**src/rtl/dram_lut_rd_valid_mon.sv**
```systemverilog
// DRAM LUT read-path monitor: tracks each LUT read burst with a small FSM and
// publishes a registered 32-bit health word for the PPC software register.
//   [31] BUSY  [30] OVLP  [29] TMO  [28] UNEXP  [27:16] DONE  [15:0] see below
// Optional feature macro: DRAM_LUT_MON_LAT_EN
//   defined   : [15:0] = LAST_LAT (request-to-first-valid latency, saturating)
//   undefined : [15:0] = live beat count of the current burst
module dram_lut_rd_valid_mon #(
    parameter int unsigned EXP_BURST = 64,
    parameter int unsigned TIMEOUT   = 1024
) (
    input  logic        user_clk,
    input  logic        user_rst,
    input  logic        lut_rd_req,
    input  logic        dram_rd_valid,
    input  logic        sw_clr,
    output logic [31:0] user_data_out
);

    localparam int unsigned CNT_W  = 16;
    localparam int unsigned DONE_W = 12;

    localparam logic [CNT_W-1:0] EXP_BEATS = CNT_W'(EXP_BURST);
    localparam logic [CNT_W-1:0] TMO_LAST  = CNT_W'(TIMEOUT - 1);

    typedef enum logic [1:0] {
        ST_IDLE       = 2'd0,
        ST_WAIT_FIRST = 2'd1,
        ST_BURST      = 2'd2
    } state_t;

    state_t              state_q, state_d;
    logic [CNT_W-1:0]    beat_q, beat_d;
    logic [CNT_W-1:0]    idle_q, idle_d;
    logic [DONE_W-1:0]   done_q, done_d;
    logic                unexp_q, unexp_d;
    logic                ovlp_q, ovlp_d;
    logic                tmo_q, tmo_d;
    logic [31:0]         data_q, data_d;

    logic                done_inc;
    logic                unexp_set;
    logic                ovlp_set;
    logic                tmo_set;
    logic [CNT_W-1:0]    status_lo;

`ifdef DRAM_LUT_MON_LAT_EN
    logic [CNT_W-1:0]    lat_q, lat_d;
    logic [CNT_W-1:0]    last_lat_q, last_lat_d;
    logic [CNT_W-1:0]    lat_inc;

    // Saturating increment of the request-to-first-valid latency counter
    always_comb begin
        lat_inc = (lat_q == '1) ? lat_q : lat_q + CNT_W'(1);
    end
`endif

    // Next-state, counters and set events for the burst tracker
    always_comb begin
        state_d   = state_q;
        beat_d    = beat_q;
        idle_d    = idle_q;
        done_inc  = 1'b0;
        unexp_set = 1'b0;
        ovlp_set  = 1'b0;
        tmo_set   = 1'b0;
`ifdef DRAM_LUT_MON_LAT_EN
        lat_d      = lat_q;
        last_lat_d = last_lat_q;
`endif
        case (state_q)
            ST_IDLE: begin
                if (dram_rd_valid) begin
                    unexp_set = 1'b1;
                end
                if (lut_rd_req) begin
                    state_d = ST_WAIT_FIRST;
                    idle_d  = '0;
                    beat_d  = '0;
`ifdef DRAM_LUT_MON_LAT_EN
                    lat_d   = '0;
`endif
                end
            end
            ST_WAIT_FIRST: begin
                if (lut_rd_req) begin
                    ovlp_set = 1'b1;
                end
`ifdef DRAM_LUT_MON_LAT_EN
                lat_d = lat_inc;
`endif
                if (dram_rd_valid) begin
                    idle_d = '0;
`ifdef DRAM_LUT_MON_LAT_EN
                    last_lat_d = lat_inc;
`endif
                    if (EXP_BEATS == CNT_W'(1)) begin
                        state_d  = ST_IDLE;
                        beat_d   = '0;
                        done_inc = 1'b1;
                    end else begin
                        state_d = ST_BURST;
                        beat_d  = CNT_W'(1);
                    end
                end else if (idle_q == TMO_LAST) begin
                    state_d = ST_IDLE;
                    beat_d  = '0;
                    tmo_set = 1'b1;
                end else begin
                    idle_d = idle_q + CNT_W'(1);
                end
            end
            ST_BURST: begin
                if (lut_rd_req) begin
                    ovlp_set = 1'b1;
                end
                if (dram_rd_valid) begin
                    idle_d = '0;
                    if (beat_q + CNT_W'(1) == EXP_BEATS) begin
                        state_d  = ST_IDLE;
                        beat_d   = '0;
                        done_inc = 1'b1;
                    end else begin
                        beat_d = beat_q + CNT_W'(1);
                    end
                end else if (idle_q == TMO_LAST) begin
                    state_d = ST_IDLE;
                    beat_d  = '0;
                    tmo_set = 1'b1;
                end else begin
                    idle_d = idle_q + CNT_W'(1);
                end
            end
            default: begin
                state_d = ST_IDLE;
                beat_d  = '0;
                idle_d  = '0;
            end
        endcase
    end

    // Software clear of counters and sticky flags; a same-cycle set wins
    always_comb begin
        if (sw_clr) begin
            done_d = done_inc ? DONE_W'(1) : '0;
        end else begin
            done_d = done_q + DONE_W'(done_inc);
        end
        unexp_d = unexp_set | (unexp_q & ~sw_clr);
        ovlp_d  = ovlp_set  | (ovlp_q  & ~sw_clr);
        tmo_d   = tmo_set   | (tmo_q   & ~sw_clr);
    end

    // Status word assembled from registered state, registered once more
    always_comb begin
`ifdef DRAM_LUT_MON_LAT_EN
        status_lo = last_lat_q;
`else
        status_lo = beat_q;
`endif
        data_d = {(state_q != ST_IDLE), ovlp_q, tmo_q, unexp_q, done_q, status_lo};
    end

    // State and status registers with synchronous reset
    always_ff @(posedge user_clk) begin
        if (user_rst) begin
            state_q    <= ST_IDLE;
            beat_q     <= '0;
            idle_q     <= '0;
            done_q     <= '0;
            unexp_q    <= 1'b0;
            ovlp_q     <= 1'b0;
            tmo_q      <= 1'b0;
            data_q     <= '0;
`ifdef DRAM_LUT_MON_LAT_EN
            lat_q      <= '0;
            last_lat_q <= '0;
`endif
        end else begin
            state_q    <= state_d;
            beat_q     <= beat_d;
            idle_q     <= idle_d;
            done_q     <= done_d;
            unexp_q    <= unexp_d;
            ovlp_q     <= ovlp_d;
            tmo_q      <= tmo_d;
            data_q     <= data_d;
`ifdef DRAM_LUT_MON_LAT_EN
            lat_q      <= lat_d;
            last_lat_q <= last_lat_d;
`endif
        end
    end

    assign user_data_out = data_q;

endmodule

```
**config.mk**
```make
export PLATFORM = sky130hd
export DESIGN_NAME = dram_lut_rd_valid_mon
export DESIGN_NICKNAME = d
export VERILOG_FILES = /design/src/rtl/dram_lut_rd_valid_mon.sv
export SDC_FILE = /design/constraint.sdc
export NUM_CORES = 1
export LEC_CHECK = 0
export ABC_AREA = 1
export ABC_CLOCK_PERIOD_IN_PS = 5480
export CAP_MARGIN = 30
export CORE_UTILIZATION = 55
export DETAILED_ROUTE_END_ITERATION = 7
export DONT_BUFFER_PORTS = 1
export PLACE_DENSITY = 0.7
export SETUP_SLACK_MARGIN = 0.02
export SYNTH_ARGS = -nofsm -noshare
export SYNTH_HDL_FRONTEND = slang
export SYNTH_SLANG_ARGS = --single-unit
```
**constraint.sdc**
```tcl
create_clock -name user_clk -period 5.48 [get_ports user_clk]
set_input_delay 0.822 -clock user_clk [delete_from_list [all_inputs] [get_ports user_clk]]
set_output_delay 0.822 -clock user_clk [all_outputs]
set_load 0.05 [all_outputs]
```
# [After elaboration in Yosys (flattened, before gate mapping)]
# Index checks and enable logic that the tools add are counted.
[word_totals] regBits=81 output_inout_bits=32 wordCells=57 input_bits=5
[classes] n_reduce_logical=5 eq_ne=7 mux=27 bitwise_logic=7 add_sub_neg=3
[op_table] operator="$mux 16" n=7
[op_table] operator="$pmux 16 s3" n=1
[op_table] operator="$add 16x1->16 const B" n=2
[op_table] operator="$pmux 16 s2" n=1
[op_table] operator="$eq 16x10->1 const B" n=1
[op_table] operator="$eq 16x7->1 const B" n=1
[op_table] operator="$add 12x1->12" n=1
[op_table] operator="$mux 12" n=1
[op_table] operator="$mux 1" n=11
[op_table] operator="$mux 2" n=5
[op_table] operator="$ne 3x3->1 const B" n=2
[op_table] operator="$pmux 2 s3" n=1
[op_table] operator="$reduce_and 2->1" n=2
[op_table] operator="$and 1x1->1" n=3
[op_table] operator="$or 1x1->1" n=3
[op_table] operator="$eq 2x1->1 const B" n=1
[op_table] operator="$eq 2x2->1 const B" n=1
[op_table] operator="$logic_not 2->1" n=1
[op_table] operator="$ne 2x2->1 const B" n=1
[op_table] operator="$reduce_bool 2->1" n=1
[op_table] operator="$reduce_or 2->1" n=1
[op_table] operator="$not 1->1" n=1

# [Depth between registers and ports, before layout]
[depth] ltp_word=7 mapped_depth=20 depth_no_buf=20

# [Worst setup path after synthesis]
# OpenSTA, ideal clock, no wires.
[synth_path] path_kind="reg2reg" startpoint="reg beat_q[1]" endpoint="reg done_q[8]" required_ns=5.394 period_less_slack_ns=2.543 path_slack_ns=2.937 t_arrival_ns=2.458 n_path_buf=0 path_stages_with_launch=18 setup_ns=0.086 path_cell_list="dfxtp_1 ha_1 nand3_2 nor2_2 nand2_1 nand2_1 nand2_1 nor2_1 nand2_1 nor2_1 nand2_2 nor3_2 ha_1 ha_1 nand3_1 nor3_1 a31oi_1 a211oi_1"
[synth_between] elab_chain_cells=7
[synth_rtl] element="start: declaration" line_no="32" text="logic [CNT_W-1:0] beat_q, beat_d;"
[synth_rtl] element="start signal: assignment" line_no="180" text="beat_q <= beat_d;"
[synth_rtl] element="$add 16x1->16" line_no="118" text="if (beat_q + CNT_W'(1) == EXP_BEATS) begin"
[synth_rtl] element="$eq 16x7->1" line_no="118"
[synth_rtl] element="$mux 1" line_no="118"
[synth_rtl] element="$mux 1" line_no="116" text="if (dram_rd_valid) begin"
[synth_rtl] element="$mux 1" line_no="70" text="case (state_q)"
[synth_rtl] element="$add 12x1->12" line_no="146" text="done_d = done_q + DONE_W'(done_inc);"
[synth_rtl] element="$mux 12" line_no="143" text="if (sw_clr) begin"
[synth_rtl] element="end signal: assignment" line_no="182" text="done_q <= done_d;"
[synth_rtl] element="end: declaration" line_no="34" text="logic [DONE_W-1:0] done_q, done_d;"
# Every way passes these cells.
# A chain may end at the register's enable or synchronous reset.

# [Final worst setup path]
# Same ends and word-level chain as after synthesis.

==> impl_metrics.py <==
metrics = {
    "worst_setup_path": {
        "worstPathMaxFanout": 6,
        "arrival_ns": 3.27,
        "worstSetupPathType": "reg -> reg",
        "critPathRequiredTime_ns": 5.75,
        "endpoint_kind": "flip-flop",
        "worst_setup_path_start_kind": "flip-flop",
    },
    "synthesis": {
        "ys_warn_count": 0,
        "async_flop_share_pct": 0,
        "syn_nets": 578,
        "syn_inst": 564,
        "synth_edf_count": 0,
        "netlist_area_um2": 3879,
        "yosys_register_bits": 81,
        "ys.flop_type": "dfxtp_1",
        "synth_cell_type_count": 35,
        "syn_avg_cell_area_um2": 6.877,
        "seq_area_frac_synth_pct": 41.81,
    },
    "route": {
        "vias_per_cell": 5.406,
        "drc": 0,
        "ant_nets": 0,
        "avgRoutedWirePerCell_um": 13.94,
        "wl_mm": 9.198,
        "dr.pass1.iters": 7,
        "drtIter0Drc": 178,
        "vias": 3568,
    },
    "final_layout": {
        "areaGrowthSynthToFinish_pct": 6.774,
        "nets": 573,
        "diodes": 0,
        "final_cell_area_um2": 4141,
        "fillers": 637,
        "drive_gt1_share_pct": 6.028,
    },
    "min_path": {
        "hold_path_class": "reg -> reg",
    },
    "clock_tree": {
        "numCtsBuffers": 9,
        "worst_setup_hold_path_clk_slew_ns": 0.09,
        "clk_latency_ns": 0.36,
        "clock-root-buffer": "clkbuf_8",
        "ctsResizeCount": 0,
        "cts_tree": "built",
        "post_cts_buffers": 0,
        "clock-sinks": 81,
        "ctsHtreeMaxLevel": 3,
        "clk_path_buf_depth": 2,
        "ctsHoldBuffers": 0,
    },
    "grt": {
        "track_usage_pct": 27.03,
        "grt_pass1_vias": 3368,
        "antenna_found_initial": 0,
        "grt_pass1_wl_mm": 15.57,
        "grt-ovfl-total": 0,
        "grt_max_degree": 50,
    },
    "place": {
        "gp_congestion": 0.8981,
        "dp_hpwl_mm": 6.487,
        "place_area_um2": 3941,
        "io_buffers": 0,
    },
    "sta": {
        "hold_viol": 0,
        "totalNegativeSetupSlack_ns": 0,
        "max_slew_margin_pct": 44.78,
        "rsz0062_at_grt": "no",
        "finClkSkew_ns": 0.01082,
        "tightest_slew_ns": 0.8275,
        "fin_crit_sh_pct": 54.78,
        "min_period_ns": 3.002,
        "drv_slew": 0,
        "fmax_mhz": 333.1,
        "setup_violations": 0,
    },
    "die": {
        "die_w_um": 85.98,
        "pin_count": 37,
        "row_count": 30,
        "die_h_um": 85.98,
        "core_area_um2": 6794,
        "initial_core_util_pct": 57.09,
        "die_area_um2": 7392,
    },
    "pwr": {
        "power.internal_mw": 0.8795,
        "p_comb_share_pct": 17.6,
        "power_density_nw_per_um2": 318.6,
        "clkPwrFrac_pct": 34.0,
        "swShare_pct": 33.34,
        "ir_drop_mv": 0.2076,
        "power.leakage_nw": 1.539,
        "power.switching_mw": 0.4399,
        "seqPwrFrac_pct": 48.4,
    },
    "run_status": {
        "status": "finished, final reports clean",
    },
    "run": {
        "drv_cap": 0,
    },
}
[sequential cells by signal, indices dropped and copies added, names as in the netlist]
name,cells
user_data_out,32
beat_q,16
idle_q,16
done_q,12
state_q,2
ovlp_q,1
tmo_q,1
unexp_q,1
[final timing paths]
kind / end / slack, ns / cells past startpoint / startpoint
worst min register to register: user_data_out[30]$_SDFF_PP0_ / 0.44 / 2 / ovlp_q$_SDFF_PP0_
worst min-delay path: user_data_out[30]$_SDFF_PP0_ / 0.44 / 2 / ovlp_q$_SDFF_PP0_
worst max register to register: done_q[8]$_SDFF_PP0_ / 2.48 / 17 / beat_q[1]$_SDFFE_PP0P_
worst max-delay path: done_q[8]$_SDFF_PP0_ / 2.48 / 17 / beat_q[1]$_SDFFE_PP0P_
[cells in the final DEF (no fill, tap or decap), types with 9 or more instances in the layout]
cell        n
ha_1        9
nor2_1     86
o21ai_0    53
nand3_1    47
a21oi_1    15
nor3_1     11
clkbuf_8    9
nand4_1    17
dfxtp_1    81
inv_1      69
nand2_1   117
[cells by family after synthesis]
group | count (synthesis) | share of synthesized area (%)
adder cells (fa/ha/maj) | 9 | 2.903
AND/OR/NAND/NOR | 295 | 33.55
XOR/XNOR | 2 | 0.4517
flip-flops | 81 | 41.81
AO/OA/AOI/OAI | 88 | 12.58
buffers and inverters | 89 | 8.710
[synth_stat cells (2+ instances only)]
| cell | n | share of area, % |
|---|---|---|
| nor2_1 | 86 | 8.3 |
| a21oi_1 | 15 | 1.9 |
| nand2_1 | 117 | 11 |
| dfxtp_1 | 81 | 42 |
| nand3_2 | 3 | 0.77 |
| o21ai_1 | 4 | 0.52 |
| buf_1 | 3 | 0.29 |
| o21ai_0 | 53 | 6.8 |
| a22o_1 | 2 | 0.45 |
| nand2_2 | 4 | 0.65 |
| a31oi_1 | 2 | 0.32 |
| nand4_1 | 17 | 2.7 |
| a211oi_1 | 4 | 0.77 |
| o41ai_1 | 4 | 0.90 |
| nor2_2 | 4 | 0.65 |
| clkbuf_1 | 13 | 1.3 |
| ha_1 | 9 | 2.9 |
| xor2_1 | 2 | 0.45 |
| inv_1 | 69 | 6.7 |
| nor3_1 | 11 | 1.4 |
| nand3_1 | 47 | 6.1 |
[area by class of cell]
cell class / count / area (µm²) / area share, %
clock inverter: 7 / 76.32 / 1.843
sequential: 81 / 1622 / 39.15
timing repair buffer: 1 / 7.507 / 0.1813
tap: 96 / 120.1 / 2.900
multi-input combinational: 394 / 1919 / 46.34
clock buffer: 9 / 123.9 / 2.991
inverter: 72 / 272.8 / 6.586
[layer usage]
layer | global-route usage [%] | vias to the layer above | wire, µm
li1 | - | 1838 | -
met1 | 32.09 | 1592 | 3935
met2 | 46.03 | 107 | 4469
met3 | 4.909 | 31 | 485
met4 | 15.00 | 0 | 308
met5 | 0 | - | 0
[power groups by stage]
stage               logic, mW  registers, mW  clock network (mW)
finish                  0.232          0.638               0.449
global route            0.257          0.641               0.486
CTS                     0.228          0.638               0.460
detailed placement      0.227          0.652                   0
global placement        0.226          0.652                   0
floorplan               0.170          0.649                   0
[worst max-delay path, cell delays in order, from the launching register on]
cell and delay, ns:
dfxtp_1 0.41, ha_1 0.23, nand3_2 0.12, nor2_2 0.19
nand2_1 0.07, nand2_1 0.06, nand2_1 0.06, nor2_1 0.14
nand2_1 0.07, nor2_1 0.12, nand2_2 0.12, nor3_2 0.20
ha_1 0.25, ha_1 0.16, nand3_1 0.12, nor3_1 0.28
a31oi_1 0.12, a211oi_1 0.17
[through the flow]
step | cells | power, mW | hold slack, ns | utilization [%] | setup slack [ns]
floorplan | 564 | 0.8191 | 0.4046 | - | 2.937
detailed placement | 644 | 0.8793 | 0.4276 | 58.01 | 2.526
CTS | 660 | 1.326 | 0.4431 | 60.96 | 2.477
finish | 660 | 1.319 | 0.4402 | 60.96 | 2.478
global placement | 644 | 0.8776 | 0.4212 | 58.01 | 2.667
global route | 660 | 1.384 | 0.4571 | 60.96 | 2.069
(Power assumes the default switching activity.)
